<file path="src/rtl/l1_refill_ctrl.sv">
// L1 miss refill controller: fetches a 4-word block from main memory,
// delivers it to the L1 array and stalls the CPU until the line hits.
module l1_refill_ctrl #(
    parameter int unsigned TIMEOUT_CYC = 64
) (
    input  logic         clk,
    input  logic         rst,
    input  logic         cpu_rd,
    input  logic [31:0]  cpu_addr,
    input  logic         l1_hit,
    output logic [31:0]  l1_addr,
    output logic         l1_delivered,
    output logic [127:0] l1_block,
    output logic         stall,
    output logic         mem_req,
    output logic [31:0]  mem_addr,
    input  logic         mem_gnt,
    input  logic         mem_beat_valid,
    input  logic [31:0]  mem_beat_data,
    output logic         err,
    output logic [15:0]  miss_count
);

    typedef enum logic [2:0] {
        IDLE,
        REQ,
        FILL,
        DELIV,
        CHECK
    } state_t;

    localparam logic [9:0] TMO_LAST = 10'(TIMEOUT_CYC - 1);

    state_t       state;
    state_t       state_nxt;
    logic [31:0]  miss_addr;
    logic [1:0]   beat;
    logic [9:0]   timer;
    logic [95:0]  fill_buf;
    logic         miss;
    logic         start;
    logic         progress;
    logic         expire;
    logic         beat_acc;

    assign miss     = cpu_rd && !l1_hit;
    assign beat_acc = (state == FILL) && mem_beat_valid;
    assign mem_addr = {miss_addr[31:2], 2'b00};

    always_ff @(posedge clk or posedge rst) begin
        if (rst) begin
            state <= IDLE;
        end else begin
            state <= state_nxt;
        end
    end

    always_comb begin
        state_nxt    = state;
        stall        = 1'b1;
        mem_req      = 1'b0;
        l1_delivered = 1'b0;
        l1_addr      = miss_addr;
        start        = 1'b0;
        progress     = 1'b0;
        expire       = 1'b0;
        unique case (state)
            IDLE: begin
                l1_addr = cpu_addr;
                stall   = miss;
                if (miss) begin
                    start     = 1'b1;
                    state_nxt = REQ;
                end
            end
            REQ: begin
                mem_req = 1'b1;
                if (mem_gnt) begin
                    progress  = 1'b1;
                    state_nxt = FILL;
                end else if (timer == TMO_LAST) begin
                    expire    = 1'b1;
                    state_nxt = IDLE;
                end
            end
            FILL: begin
                if (mem_beat_valid) begin
                    progress = 1'b1;
                    if (beat == 2'd3) begin
                        state_nxt = DELIV;
                    end
                end else if (timer == TMO_LAST) begin
                    expire    = 1'b1;
                    state_nxt = IDLE;
                end
            end
            DELIV: begin
                l1_delivered = 1'b1;
                state_nxt    = CHECK;
            end
            CHECK: begin
                if (l1_hit) begin
                    state_nxt = IDLE;
                end else begin
                    start     = 1'b1;
                    state_nxt = REQ;
                end
            end
            default: state_nxt = IDLE;
        endcase
    end

    always_ff @(posedge clk or posedge rst) begin
        if (rst) begin
            miss_addr  <= '0;
            miss_count <= '0;
            timer      <= '0;
            beat       <= '0;
            fill_buf   <= '0;
            l1_block   <= '0;
            err        <= 1'b0;
        end else begin
            if (state == IDLE && miss) begin
                miss_addr <= cpu_addr;
            end
            if (start && miss_count != 16'hFFFF) begin
                miss_count <= miss_count + 16'd1;
            end
            // Timer measures silence from memory, not total refill time
            if (start || progress || expire) begin
                timer <= '0;
            end else if (state == REQ || state == FILL) begin
                timer <= timer + 10'd1;
            end
            if (state == REQ && mem_gnt) begin
                beat <= '0;
            end else if (beat_acc) begin
                beat <= beat + 2'd1;
            end
            if (expire) begin
                fill_buf <= '0;
            end else if (beat_acc) begin
                unique case (beat)
                    2'd0: fill_buf[31:0]  <= mem_beat_data;
                    2'd1: fill_buf[63:32] <= mem_beat_data;
                    2'd2: fill_buf[95:64] <= mem_beat_data;
                    2'd3: l1_block <= {mem_beat_data, fill_buf};
                    default: ;
                endcase
            end
            if (expire) begin
                err <= 1'b1;
            end
        end
    end

endmodule

</file>
<file path="config.mk">
export PLATFORM = sky130hd
export DESIGN_NAME = l1_refill_ctrl
export DESIGN_NICKNAME = d
export VERILOG_FILES = /design/src/rtl/l1_refill_ctrl.sv
export SDC_FILE = /design/constraint.sdc
export NUM_CORES = 1
export LEC_CHECK = 0
export BUFFER_PORTS_ARGS = -buffer_cell sky130_fd_sc_hd__buf_4
export CAP_MARGIN = 0
export CORE_AREA = 2 2 206 208
export CTS_BUF_LIST = sky130_fd_sc_hd__clkbuf_8
export DETAILED_ROUTE_END_ITERATION = 12
export DIE_AREA = 0 0 208 210
export GPL_TIMING_DRIVEN = 0
export MAX_ROUTING_LAYER = met4
export PLACE_DENSITY = 0.48
export SYNTH_ARGS = -nofsm -noshare
export SYNTH_HDL_FRONTEND = slang
export SYNTH_SLANG_ARGS = --single-unit
</file>
<file path="constraint.sdc">
create_clock -name clk -period 13.95 [get_ports clk]
set_clock_uncertainty 0.2 [all_clocks]
set_input_delay 1.395 -clock clk [delete_from_list [all_inputs] [get_ports clk]]
set_output_delay 1.395 -clock clk [all_outputs]
set_load 0.03 [all_outputs]
</file>
* Yosys cells after proc, flatten, opt, wreduce, memory -nomap -nowiden
Cells that the tools add are included.
Word-level totals: bits in registers 288, input port bits 70, output and inout port bits 212, word-level logic and storage cells 77
Operators by class: add/subtract/negate cells 3, eq/ne operators 11, muxes and demuxes 30, bitwise logic cells 1, reductions and logical operators 22
Operators with widths (count):
- 96-bit 2-to-1 mux | 2
- 32-bit 2-to-1 mux | 4
- 10-bit 2-to-1 mux | 2
- 16-bit by 1-bit adder with 16-bit output, second input constant | 1
- 16-bit != test, second input constant | 1
- 3-bit 2-to-1 mux | 5
- 3-bit one-hot mux with 5 select lines | 1
- 2-bit nonzero test | 6
- 1-bit 2-to-1 mux | 11
- 10-bit by 1-bit adder with 10-bit output, second input constant | 1
- 10-bit by 6-bit == test with 1-bit output, second input constant | 1
- 2-bit AND reduction | 4
- 3-bit by 2-bit == test with 1-bit output, second input constant | 2
- 1-bit one-hot mux with 2 select lines | 3
- 1-bit logical AND | 5
- 2-bit == test, second input constant | 2
- 2-bit 2-to-1 mux | 2
- 3-bit by 1-bit == test with 1-bit output, second input constant | 1
- 3-bit == test, second input constant | 1
- 3-bit logical NOT | 1
- 1-bit logical OR | 3
- 3-bit by 2-bit != test with 1-bit output, second input constant | 1
- 3-bit AND reduction | 1
- 2-bit by 1-bit adder with 2-bit output, second input constant | 1
- 5 further kinds | 5

* Depth between registers and ports, before layout
depth in word-level cells 7, mapped depth 7

* Worst setup path before layout
OpenSTA, ideal clock, no wires.
path type input to output, start input cpu_rd, end output stall, arrival time 2.132 ns, slack 10.223 ns, stages 2, path buffers 0, path through inv_1 > o21ai_0
On the way: longest elaborated chain between the ends 2
Ends and longest elaborated chain:
- start, declared | RTL line 8 | input logic cpu_rd,
- 1-bit logical AND | RTL line 46 | assign miss = cpu_rd && !l1_hit;
- 1-bit 2-to-1 mux | RTL line 67 | unique case (state)
- end, declared | RTL line 14 | output logic stall,
Every way passes these cells.

* Final worst setup path
start register state[0], end output l1_addr[10]
On the way: longest elaborated chain between the ends 2
Ends and longest elaborated chain:
- start, declared | RTL line 34 | state_t state;
- start signal, assigned | RTL line 54 | state <= state_nxt;
- 3-bit logical NOT | RTL line 67
- 32-bit 2-to-1 mux | RTL line 67
- end, declared | RTL line 11 | output logic [31:0] l1_addr,
Every way passes these cells.

==> run metrics <==
CP required=12360 ps; placed standard-cell area=15090 µm²; gr usage total=0.1649; Final setup viols=0; worst path cell trace=or2_0 > buf_2 > nor2_1 > buf_2 > mux2_2 > buf_4; top cell type's share of synthesized area=0.5882; Post-Route WL=35.08 mm; Worst Setup End Kind=primary output; pin count of the biggest net entering global routing=between 100 and 150; R2R setup slack=10990 ps; maxcap violations=0; final hold violations=0; Yosys Warn Count=0; CTS tree=built; first-pass GRT wire length=54.07 mm; Critical Path Source Type=flop; via/cell ratio=4.515; share of cells above drive strength 1=0.4461; arrival time at the worst endpoint=2760 ps; post-synthesis cell type count=42; drt first pass iters=4; Clock Tree Buf Depth=3; Slowest-stage cell, CP=dfrtp_1; peak supply drop=144.1 µV; clock sink count=288; vias in the first global route=slightly above 9000; clock power share=0.226; Post-synth ARST share=1.000; RSZ-0062 raised after global routing=no; minimum clock period=4359 ps; hold slack final=269.7 ps; most frequent cell after synthesis=dfrtp_1; Synth top cells by count=288 x dfrtp_1, 208 x nand2_1, 164 x mux2_2; Worst Path Max Fanout=10; FILL cells=4091; dominant cell type by area after synthesis=dfrtp_1; Yosys reg bits=288; critical path type=flop to primary output; Worst slew margin=0.4497; worst slack, placed=9872 ps; via count=8719; setup ws final=9591 ps; Die X-Extent=208 µm; Largest stage delay, worst path=430 ps; grt ovf=0; initial antenna violation count=0; Avg Cell Area, Syn=12.01 µm²; Top FF cell, synth=dfrtp_1; Post-Syn Instances=1020; die footprint=43680 µm²; Nets=about 1400; Cell Pwr Density=210.1 nW/µm²; WL/cell=18.17 µm; Post-CTS Resized=0; Worst-Margin Slew=817.8 ps; Final Cell Area=~16000 µm²; sequential power share=0.375; worst skew pair latency=620 ps; DP HPWL=around 25 mm; n_diodes=0; Seq/Total Area, Yosys=0.5882; Max H-tree Level=2; TritonCTS buffer count=51; LEAKAGE=8.174 nW; P_int=0.002117 W; Switch Pwr=about 0.0013 W; die height=210 µm; drt drc=0; CTS hold repair buffers=0; highest clock rate=roughly 230 MHz; Final Cycle Share=0.3125; Ports=282; initial DRC count=288; P&R area growth vs syn=31.25%; synthesized cell area=12250 µm²; core area=41480 µm²; min-delay worst type=flop to flop; RePlAce Congestion=0.7950; status=finished clean; CTS root buf=clkbuf_8; Antenna Nets Post-Route=0; clock slew seen by the registers of the worst setup and hold paths=60 ps; postcts setup bufs=0; Synth area leaders=dfrtp_1 59%, mux2_2 15%, nand2_1 6.4%, a21oi_1 4.1%, mux2_4 3.7%; combinational share of power=0.399; Final TNS setup=0 ps; std cell rows=between 70 and 80; final max-slew violation count=0; most frequent CP cell=buf_2; Port Buffers=279; Switching Fraction=0.3737; Initial Util=0.2954; Post-synth EDFFs=0
==> worst paths after layout <==
check                              start       endpoint  depth (start not counted)
worst max register to register  state[2]   fill_buf[66]                          7
max in group asynchronous            rst   fill_buf[48]                          4
min in group asynchronous            rst  miss_addr[20]                          2
worst min-delay path                 err            err                          1
worst max-delay path            state[0]    l1_addr[10]                          6
worst min register to register       err            err                          1
==> critical path: cells and delay by family (launching register included) <==
| kind | cells | cell delay [ps] |
|---|---|---|
| buffers and inverters | 3 | 710 |
| and+or+nand+nor | 2 | 590 |
| muxes | 1 | 410 |
| DFF | 1 | 430 |
==> cells by family (layout without fill, tap and decap cells) <==
kind of cell,count (synthesis),in the layout,share of synthesized area
xor gates and xnor gates,14,14,0.01001
buffers and inverters,99,470,0.04554
muxes,195,195,0.1883
and+or+nand+nor,282,282,0.1007
adders and majority gates,6,6,0.006127
AOI/OAI and AO/OA,135,135,0.06086
other,1,2,0.0003060
DFF,288,288,0.5882
==> cell usage in the layout (no fill, tap or decap), types with 11 or more instances in the layout <==
master,netlist,final
buf_4,32,311
clkbuf_1,21,21
dfrtp_1,288,288
clkbuf_8,0,64
inv_1,8,26
a21oi_1,100,100
mux2_2,164,164
buf_2,35,35
mux2_4,30,30
nand2_1,208,208
nor2_1,11,11
==> registers in the layout (all words and copies together), names as in the netlist <==
| signal | flops |
|---|---|
| err | 1 |
| timer | 10 |
| beat | 2 |
| state | 3 |
| miss_addr | 32 |
| miss_count | 16 |
| l1_block | 128 |
| fill_buf | 96 |
==> power groups by stage <==
| stage | combinational, W | clock, W | sequential (W) |
|---|---|---|---|
| floorplan | 0.000780 | 0 | 0.00139 |
| global placement | 0.00135 | 0 | 0.00128 |
| detailed placement | 0.00137 | 0 | 0.00128 |
| CTS | 0.00137 | 0.000804 | 0.00127 |
| global route | 0.00145 | 0.000838 | 0.00131 |
| finish | 0.00135 | 0.000765 | 0.00127 |
==> routing by layer <==
layer | track usage | up-vias | share of wire
li1 | - | 4140 | -
met1 | 0.2108 | 4249 | 0.45
met2 | 0.2528 | 282 | 0.46
met3 | 0.05304 | 48 | 0.076
met4 | 0.04378 | 0 | 0.017
met5 | - | - | 0
==> final cells by class <==
class / count / area (µm²) / share of cell area
flip-flops and latches: 288 / 7207 / 0.4481
multi-input cells: 634 / 4492 / 0.2793
repair buffers: 281 / 2150 / 0.1337
clock buffers: 64 / 880.8 / 0.05477
well taps: 539 / 674.4 / 0.04194
plain buffers: 91 / 528.0 / 0.03283
clock inverters: 26 / 112.6 / 0.007002
inverters: 8 / 37.54 / 0.002334
==> per-stage QoR <==
stage / instances / utilization / total power [W]
2_1_floorplan: 1021 / - / 0.002170
3_3_place_gp: 1839 / 0.3623 / 0.002631
5_1_grt: 1931 / 0.3877 / 0.003591
3_5_place_dp: 1841 / 0.3638 / 0.002645
6_report: 1931 / 0.3877 / 0.003379
4_1_cts: 1931 / 0.3877 / 0.003443
Note: power is estimated with default switching activity, not from simulation.
